## src/rtl/serial_wide_adder_ctrl.sv

```systemverilog
// serial_wide_adder_ctrl
// Builds an 8*N_BYTES-bit adder from one external 8-bit adder by feeding it
// one byte slice per cycle, LSB first, and rippling the carry through a flop.
//
// Handshakes: a transfer happens on a rising edge where valid and ready are
// both high. in_ready is high only in IDLE and out_valid only in DONE, so
// accepting a new operand pair and completing a result never share a cycle;
// inputs on the side that is not ready are ignored.
module serial_wide_adder_ctrl #(
    parameter int N_BYTES = 4
) (
    input  logic                   clk,
    input  logic                   rst,
    input  logic                   in_valid,
    output logic                   in_ready,
    input  logic [8*N_BYTES-1:0]   op_a,
    input  logic [8*N_BYTES-1:0]   op_b,
    input  logic                   op_cin,
    output logic [7:0]             add_a,
    output logic [7:0]             add_b,
    output logic                   add_cin,
    input  logic [7:0]             add_sum,
    input  logic                   add_cout,
    output logic                   out_valid,
    input  logic                   out_ready,
    output logic [8*N_BYTES-1:0]   result,
    output logic                   result_cout,
    output logic                   result_ovf,
    output logic [1:0]             dbg_state
);

    localparam int W  = 8 * N_BYTES;
    localparam int IW = $clog2(N_BYTES);
    localparam logic [IW-1:0] LAST_IDX = IW'(N_BYTES - 1);

    typedef enum logic [1:0] {
        IDLE = 2'd0,
        RUN  = 2'd1,
        DONE = 2'd2
    } state_t;

    state_t          state;
    logic [IW-1:0]   idx;
    logic            carry;
    logic [W-1:0]    a_reg;
    logic [W-1:0]    b_reg;

    assign dbg_state = state;

    // Sequencer: accept operands, step one byte per cycle, hold result until taken
    always_ff @(posedge clk or negedge rst) begin
        if (!rst) begin
            state       <= IDLE;
            idx         <= '0;
            carry       <= 1'b0;
            a_reg       <= '0;
            b_reg       <= '0;
            result      <= '0;
            result_cout <= 1'b0;
            result_ovf  <= 1'b0;
            in_ready    <= 1'b1;
            out_valid   <= 1'b0;
        end else begin
            unique case (state)
                IDLE: begin
                    if (in_valid) begin
                        a_reg       <= op_a;
                        b_reg       <= op_b;
                        carry       <= op_cin;
                        idx         <= '0;
                        // clear so bytes of the previous result never leak into this one
                        result      <= '0;
                        result_cout <= 1'b0;
                        result_ovf  <= 1'b0;
                        in_ready    <= 1'b0;
                        state       <= RUN;
                    end
                end
                RUN: begin
                    result[8*idx +: 8] <= add_sum;
                    carry              <= add_cout;
                    if (idx == LAST_IDX) begin
                        // last slice: add_sum[7] is the MSB of the final sum
                        result_cout <= add_cout;
                        result_ovf  <= (a_reg[W-1] == b_reg[W-1]) &&
                                       (add_sum[7] != a_reg[W-1]);
                        out_valid   <= 1'b1;
                        state       <= DONE;
                    end else begin
                        idx <= idx + 1'b1;
                    end
                end
                DONE: begin
                    if (out_ready) begin
                        out_valid <= 1'b0;
                        in_ready  <= 1'b1;
                        state     <= IDLE;
                    end
                end
                default: begin
                    state     <= IDLE;
                    in_ready  <= 1'b1;
                    out_valid <= 1'b0;
                end
            endcase
        end
    end

    // Adder drive: current byte slice while running, quiet zeros otherwise
    always_comb begin
        add_a   = 8'h00;
        add_b   = 8'h00;
        add_cin = 1'b0;
        if (state == RUN) begin
            add_a   = a_reg[8*idx +: 8];
            add_b   = b_reg[8*idx +: 8];
            add_cin = carry;
        end
    end

endmodule

```

## config.mk

```make
export PLATFORM = sky130hd
export DESIGN_NAME = serial_wide_adder_ctrl
export DESIGN_NICKNAME = d
export VERILOG_FILES = /design/src/rtl/serial_wide_adder_ctrl.sv
export SDC_FILE = /design/constraint.sdc
export NUM_CORES = 1
export LEC_CHECK = 0
export CORE_UTILIZATION = 45
export CTS_BUF_LIST = sky130_fd_sc_hd__clkbuf_4 sky130_fd_sc_hd__clkbuf_8
export DETAILED_ROUTE_END_ITERATION = 8
export PLACE_DENSITY = 0.81
export SLEW_MARGIN = 0
export SYNTH_ARGS = -nofsm -noshare
export SYNTH_HDL_FRONTEND = slang
export SYNTH_SLANG_ARGS = --single-unit
```

## constraint.sdc

```tcl
create_clock -name clk -period 2.1 [get_ports clk]
set_input_delay 0.525 -clock clk [delete_from_list [all_inputs] [get_ports clk]]
set_output_delay 0.525 -clock clk [all_outputs]
set_load 0.05 [all_outputs]
```

# Yosys cells after proc, flatten, opt, wreduce, memory -nomap -nowiden
# Index checks and enable logic that the tools add are counted.
# op_classes
addsub,2
n_eq_ne,9
shift,4
mux,25
n_bitwise,2
n_reduce_logical,10
# ops
cell,n
$pmux W32 S2,1
$shiftx A32 B6 Y8,2
$neg A5 Y34,1
$shift A8 B34 Y32 const A,1
$shiftx A8 B34 Y32,1
$bwmux W32,1
$mux W32,1
$mux W8,2
$reduce_and A3 Y1,5
$mux W2,5
$mux W1,8
$ne A2 B2 Y1 const B,4
$pmux W1 S2,3
$pmux W1 S3,2
$pmux W2 S3,1
$eq A2 B2 Y1 const B,2
$pmux W2 S2,1
$reduce_and A2 Y1,2
$add A2 B1 Y2 const B,1
$eq A2 B1 Y1 const B,1
$logic_not A2 Y1,1
$not A1 Y1,2
$reduce_bool A2 Y1,1
$eq A1 B1 Y1,1
2 further kinds,2
# totals
regBits,105
input_bits,78
output_inout_bits,55
wordCells,62

# Longest topological paths before layout
# Gate-level depths: netlist (run 1).
# logic_depth
ltp_word,4
depth_mapped,7
mapped_depth_nobuf,5

# Worst setup path before layout (run 1)
# No wires, ideal clock.
# synth_timing
path_kind,register to output
start,"register state[0], in the netlist dbg_state[0]"
end,output add_a[0]
t_arrival_ns,1.982
required_time_ns,1.575
path_slack_ns,-0.407
stages_incl_launch_ff,6
n_path_buf,3
path_cell_list,dfrtp_1 -> buf_4 -> nand2b_4 -> buf_6 -> clkbuf_1 -> nor2b_1
# synth_between
elab_chain_cells,2
# synth_lines
item,line,rtl
from (decl),42,state_t state;
from (signal assigned),53,state <= IDLE;
from (signal assigned),76,state <= RUN;
from (signal assigned),88,state <= DONE;
$eq A2 B1 Y1,114,if (state == RUN) begin
$mux W8,114,
to (decl),19,"output logic [7:0] add_a,"
# No other way between the ends.

# Worst setup path in the final report (run 1)
# layout_timing
start,register idx[0]
end,output add_b[4]
# layout_between
elab_chain_cells,2
# layout_lines
item,line,rtl
from (decl),43,logic [IW-1:0] idx;
from (signal assigned),90,idx <= idx + 1'b1;
$shiftx A32 B6 Y8,116,add_b = b_reg[8*idx +: 8];
$mux W8,114,
to (decl),20,"output logic [7:0] add_b,"
# No other way between the ends.

==> flow_summary.yaml, run 1 <==
placed_design:
  placed_cells_incl_taps: 577
  hpwlAfterDp_um: 7420
  globalplace.congestion: 0.765
  port_buffers: 132
  dpl-instance-area_um2: 6330
critical_path:
  worst-path-buf-inv: 2
  chain_of_cells_forming_the_critical_path: "buf_12, mux4_2, nor2b_4, buf_6"
  critical-path-top-delay-family: "multiplexers"
  crit_arrival_ps: 1780
  worst-path-max-fanout: 10
  worstReg2RegStart: "idx[0]"
  crit_slowest_cell: "mux4_2"
  crit_path_end_kind: "primary output"
  start_kind: "flop"
  cp.required_ps: 1570
  reg2reg_depth: 8
  critPathMaxStageDelay_ps: 510
  worstSetupPathType: "reg -> out"
  ff2ff_setup_slack_ps: 120
  crit_cells: 4
  r2r_end: "result[20]"
logic_synthesis:
  ys.warnings.count: 0
  synth_simple_gate_area_share_pct: 6.93
  post_synth.cell_area_avg_um2: 15.1
  postSynth.topFlopCell: "dfrtp_1"
  synth.area.mux_share_pct: 23.4
  yosys-top-cells-area: "dfrtp_1 (56%), mux2_1 (8.0%), mux2_2 (7.7%)"
  ys_seq_elements: 105
  synth_cells: 309
  post-synth-top-area-cell: "dfrtp_1"
  unique_cell_type_count_in_the_yosys_netlist: 30
  netlist.area_leader.share_pct: 55.9
  postSynth.asyncResetShare_pct: 100
  synth_xor_xnor_area_share_pct: 0
  synth_top_family_by_area: "multiplexers"
  synth.net_count: 393
  synth-adder-area-share_pct: 1.61
  synth-edff-count: 0
  synth_compound_area_share_pct: 8.54
  ys_seq_area_share_pct: 56.4
  post_synth_instance_area_um2: 4660
floorplanning:
  initial_core_util_pct: 47.0
  chipHeight_um: 104
  row_count: 36
  placeableCoreArea_um2: 9910
  io_pins: 133
  design.die.area_um2: 10800
  die_w_um: 104
clock_tree:
  htreeDepth: 3
  cts_sinks: 105
  cts-hold-fix-buffers: 0
  ctsRootBufferMaster: "clkbuf_8"
  cts_tree: "built"
  clk-insertion-delay-late_ps: 370
  cts_inserted_buffers: 9
  clk_pin_slew_worst_paths_ps: 100
  max-clock-path-buffers: 2
timing:
  timing.final.max_slew_violations: 0
  rsz0062_at_grt: "true"
  transition_time_of_the_tightest_slew_check_pin_ps: 574
  finalCritPeriodShare_pct: 110
  timing.clock.skew_ps: 18.8
  layout_min_cycle_time_ps: 2300
  worst_slew_margin_rel_pct: 61.7
  hold_violations: 0
  worst_setup_slack_final_ps: -200
  final.hold.worst_slack_ps: 186
  final_setup_violating_endpoints: 16
  max_clock_freq_mhz: 435
final_layout:
  finish.instance_area_um2: 6700
  final_cell_count_without_fillers: 596
  drive_gt1_share_pct: 29.2
  postLayoutCoreUtil_pct: 67.6
  layout_commonest_cell: "dfrtp_1"
  most-common-layout-cells: "dfrtp_1 (101), clkdlybuf4s50_1 (78), a22o_1 (34), mux2_1 (33), mux2_2 (32)"
  diodes: 0
  final_nets: 542
  area.growth.synth_to_final_pct: 43.9
power:
  cellInternalPower_uw: 6340
  switchingPower_uw: 4670
  total_leakage_power_uw: 0.00329
  share_clk_of_total_power_pct: 11.2
  comb_power_share_pct: 58.4
  switching_share_pct: 42.4
  cellPowerDensity_nw_per_um2: 1640
  power_uw: 11000
  flop_pwr_share_pct: 30.4
  peakVddDrop_v: 0.00116
routing:
  routed_wire_length_per_instance_um: 17.9
  dr.first_iter.drc_count: 109
  detail_route.vias_per_cell: 5.38
  met2RoutedLength_um: 5510
  drt_drc_violations_left: 0
  met1_wl_um: 4500
  route.top_layer_used: "met4"
  detailroute.via_count: 3207
  drtPass1Iterations: 4
  detailroute.wirelength.met3_um: 507
  drt.antenna.violating_nets: 0
  wl_um: 10700
global_route:
  grt_start_max_net_pins: 106
  track_usage_pct: 21.2
  vias_in_the_first_global_route: 3464
  initial_antenna_violation_count: 0
  grt_first_pass_wirelength_um: 17800
  gr-total-overflow: 0
run_status:
  run_status: "complete, but fails checks"
  violations_in_the_final_reports: "setup timing"
job:
  max-cap-violations: 0
hold_path:
  hold_path.class: "in -> async"
## cell type report
cell class	count	area [um^2]
fillers	694	3210
clock inverters	7	72.6
flip-flops and latches	105	2630
multi-input cells	184	2050
repair buffers	153	1640
clock buffers	9	124
well taps	133	166
inverters	5	18.8
## power by group through the flow
stage               Sequential, uW  Clock (uW)  Combinational, uW
detailed placement            3390           0               6090
global route                  3480        1350               6810
floorplan                     3910           0               3770
finish                        3350        1230               6440
global placement              3320           0               5980
CTS                           3360        1260               6380
## what timing repair did
| action | in CTS | in global routing |
|---|---|---|
| buffers inserted | 1 | 1 |
| endpoints found under the setup margin | 28 | 46 |
| gates resized for setup | 31 | 28 |
| pin swaps | 1 | 1 |
| cloned | 1 | 0 |
## cell usage after synthesis (2+ instances only)
cell type and instances:
a21oi_1 3, a21o_1 4, mux4_2 16, buf_4 4, mux2_1 33, nor2b_1 19
nand2b_1 3, dfrtp_1 104, inv_1 5, clkbuf_1 3, and3b_1 2, nor2_1 6
nand2_1 8, ha_1 6, a22o_1 34, mux2_2 32, nor4b_4 2, o21ai_0 6
buf_6 6, buf_2 3
## how the worst max path moves through the flow
stage / from / to / slack [ps]
after floorplan: dbg_state[0] / add_a[0] / 50
after global placement: in_valid / b_reg[12] / 30
after detailed placement: in_valid / b_reg[29] / 30
after CTS: idx[0] / add_b[4] / -230
after global routing: idx[0] / add_b[6] / -280
final: idx[0] / add_b[4] / -200
## layer usage
layer,vias to the layer above,track usage (%)
met5,-,0
met4,0,6.94
met2,90,36.0
met3,13,4.78
li1,1443,-
met1,1661,26.9
## per-stage QoR
stage	worst slack [ps]	TNS (ps)
after floorplan	51.6	0
after global placement	33.5	0
after detailed placement	27.0	0
after CTS	-231	-3310
after global routing	-277	-4010
final	-200	-2770
## cells by family after synthesis
kind of cell | count (synthesis)
flip-flops | 105
multiplexers | 81
AO/OA/AOI/OAI | 50
AND/OR/NAND/NOR | 46
buffers and inverters | 21
adder cells (fa/ha/maj) | 6
## worst register-to-register path: cells and delay by family, from the launching register on
family          cells  cell delay (ps)
fa+ha+maj           1              320
compound gates      1              140
flops               1              420
simple gates        2              400
buf+inv             4              650
(Power assumes the default switching activity.)
==> run 2, diff against run 1 <==
--- a/config.mk
+++ b/config.mk
@@ -8,7 +8,7 @@
 export CORE_UTILIZATION = 45
 export CTS_BUF_LIST = sky130_fd_sc_hd__clkbuf_4 sky130_fd_sc_hd__clkbuf_8
 export DETAILED_ROUTE_END_ITERATION = 8
-export PLACE_DENSITY = 0.81
+export PLACE_DENSITY = 0.78
 export SLEW_MARGIN = 0
 export SYNTH_ARGS = -nofsm -noshare
 export SYNTH_HDL_FRONTEND = slang
==> constraint.sdc (replaced) <==
create_clock -name clk -period 2.3 [get_ports clk]
set_input_delay 0.575 -clock clk [delete_from_list [all_inputs] [get_ports clk]]
set_output_delay 0.575 -clock clk [all_outputs]
set_load 0.05 [all_outputs]
==> run 2 against run 1 <==
Compared with the run above: the flow still finishes with violations (setup timing); final area decreased by 3.1%; sequential power decreased by 8.4%; routed wire length decreased by 5.6%; combinational power decreased by 15%; clock power decreased by 3%; register-to-register slack improved by 40 ps; largest power group unchanged; clock-buffer cell count unchanged; global-route usage decreased by 1.0 points; sequential cell count unchanged; total power decreased by 11%.
==> flow_summary.yaml, run 2 (synthesized netlist as in run 1, its figures left out) <==
timing:
  worst_slew_margin_rel_pct: 58.8
  transition_time_of_the_tightest_slew_check_pin_ps: 618
  timing.final.max_slew_violations: 0
  rsz0062_at_grt: "true"
  hold_violations: 0
  max_clock_freq_mhz: 427
  final_setup_violating_endpoints: 16
  worst_setup_slack_final_ps: -41.6
  layout_min_cycle_time_ps: 2340
  timing.clock.skew_ps: 8.22
  finalCritPeriodShare_pct: 102
power:
  switching_share_pct: 41.9
  cellInternalPower_uw: 5670
  peakVddDrop_v: 0.00101
  total_leakage_power_uw: 0.00277
  comb_power_share_pct: 56.3
  cellPowerDensity_nw_per_um2: 1500
  switchingPower_uw: 4090
  share_clk_of_total_power_pct: 12.2
  flop_pwr_share_pct: 31.5
clock_tree:
  clk_pin_slew_worst_paths_ps: 100
  cts_sinks: 105
  max-clock-path-buffers: 2
  cts_tree: "built"
  ctsRootBufferMaster: "clkbuf_8"
  clk-insertion-delay-late_ps: 370
  cts-hold-fix-buffers: 0
  htreeDepth: 3
  cts_inserted_buffers: 9
critical_path:
  critical-path-top-delay-family: "multiplexers"
  worstSetupPathType: "reg -> out"
  worst-path-buf-inv: 2
  reg2reg_depth: 7
  cp.required_ps: 1730
  crit_cells: 4
  chain_of_cells_forming_the_critical_path: "buf_12, mux4_2, nor2b_1, buf_6"
  crit_arrival_ps: 1770
  worst-path-max-fanout: 10
  crit_slowest_cell: "mux4_2"
  crit_path_end_kind: "primary output"
  critPathMaxStageDelay_ps: 490
  start_kind: "flop"
routing:
  detail_route.vias_per_cell: 5.32
  detailroute.via_count: 3135
  drt.antenna.violating_nets: 0
  wl_um: 10100
  dr.first_iter.drc_count: 113
  drt_drc_violations_left: 0
  drtPass1Iterations: 4
  routed_wire_length_per_instance_um: 17.1
placed_design:
  port_buffers: 132
  hpwlAfterDp_um: 7150
  pre_cts_slack_ps: 112
  placed_cells_incl_taps: 571
  globalplace.congestion: 0.737
floorplanning:
  die_w_um: 104
  row_count: 36
  initial_core_util_pct: 47.0
  design.die.area_um2: 10800
  placeableCoreArea_um2: 9910
  chipHeight_um: 104
  io_pins: 133
final_layout:
  layout_commonest_cell: "clkdlybuf4s50_1"
  fillerInstances: 750
  multi_input_gate_area_um2: 1970
  final_cell_count_without_fillers: 589
  drive_gt1_share_pct: 25.7
  area.growth.synth_to_final_pct: 39.4
  final_nets: 535
  diodes: 0
  sequential_cell_area_um2: 2630
  most-common-layout-cells: "clkdlybuf4s50_1 (111), dfrtp_1 (103), a22o_1 (34), mux2_1 (33), mux2_2 (32)"
run_status:
  run_status: "complete, but fails checks"
  violations_in_the_final_reports: "setup timing"
global_route:
  initial_antenna_violation_count: 0
  grt_first_pass_wirelength_um: 17100
  gr-total-overflow: 0
  track_usage_pct: 20.2
  grt_start_max_net_pins: 66
  vias_in_the_first_global_route: 3270
job:
  max-cap-violations: 0
hold_path:
  hold_path.class: "in -> async"
==> run 2: cell types whose count changed in the layout (fill, tap and decap cells not counted), moves of 4 or more <==
| cell | delta |
|---|---|
| nor2b_4 | -8 |
| nor2b_1 | +7 |
| buf_4 | -4 |
| dlymetal6s2s_1 | -22 |
| clkdlybuf4s50_1 | +33 |
| dlygate4sd2_1 | -10 |
| buf_12 | -4 |
==> run 2: power groups by stage <==
stage                     Combinational [uW]  Clock, uW  Sequential, uW
after floorplan                         3270          0            3560
after global placement                  5120          0            3050
after detailed placement                5220          0            3100
after CTS                               5360       1230            3060
after global routing                    5830       1310            3180
final                                   5490       1190            3070
==> run 2: path summary, 6_finish.rpt <==
path                                start          to  slack, ps
worst max-delay path               idx[0]    add_b[3]        -40
worst min-delay path                  rst   out_valid        210
worst max register to register     idx[0]  result[14]        160
worst min register to register  b_reg[16]   b_reg[16]        490
max in group asynchronous             rst   b_reg[11]       1420
min in group clk                b_reg[16]   b_reg[16]        490
==> run 2: worst register-to-register path, delay by kind of cell (launching register included) <==
kind / cells / cell delay, ps
compound gates: 1 / 230
simple gates: 2 / 680
buf+inv: 3 / 330
fa+ha+maj: 1 / 420
flops: 1 / 420
==> run 2: through the flow <==
| step | instance area, um^2 | TNS, ps | hold slack (ps) | power, uW | utilization, % |
|---|---|---|---|---|---|
| after floorplan | 4700 | -924 | 279 | 6840 | - |
| after global placement | 6170 | 0 | 462 | 8160 | 62.2 |
| after detailed placement | 6170 | 0 | 471 | 8320 | 62.2 |
| after CTS | 6420 | -1290 | 222 | 9650 | 64.8 |
| after global routing | 6500 | -1490 | 240 | 10300 | 65.6 |
| final | 6500 | -406 | 215 | 9750 | 65.6 |
==> run 2: layout make-up <==
cell class                 count  area share (%)
tap                          133            2.56
timing repair buffer         146            23.1
clock buffer                   9            1.91
clock inverter                 7            1.33
multi-input combinational    184            30.4
inverter                       5           0.289
sequential                   105            40.5
==> run 2: metal layers <==
metal  global-route usage, %  routed length, um  part of all wire [%]
met1                    27.3               4430                    44
met2                    33.2               5010                    50
met3                    4.47                490                   4.9
met4                    5.20                125                   1.2
met5                       0                  0                     0
==> run 2: timing repair <==
action	in CTS	in global routing
buffers inserted	0	1
cloned	0	1
gates resized for setup	12	14
pin swaps	0	0
setup endpoints to repair	17	17
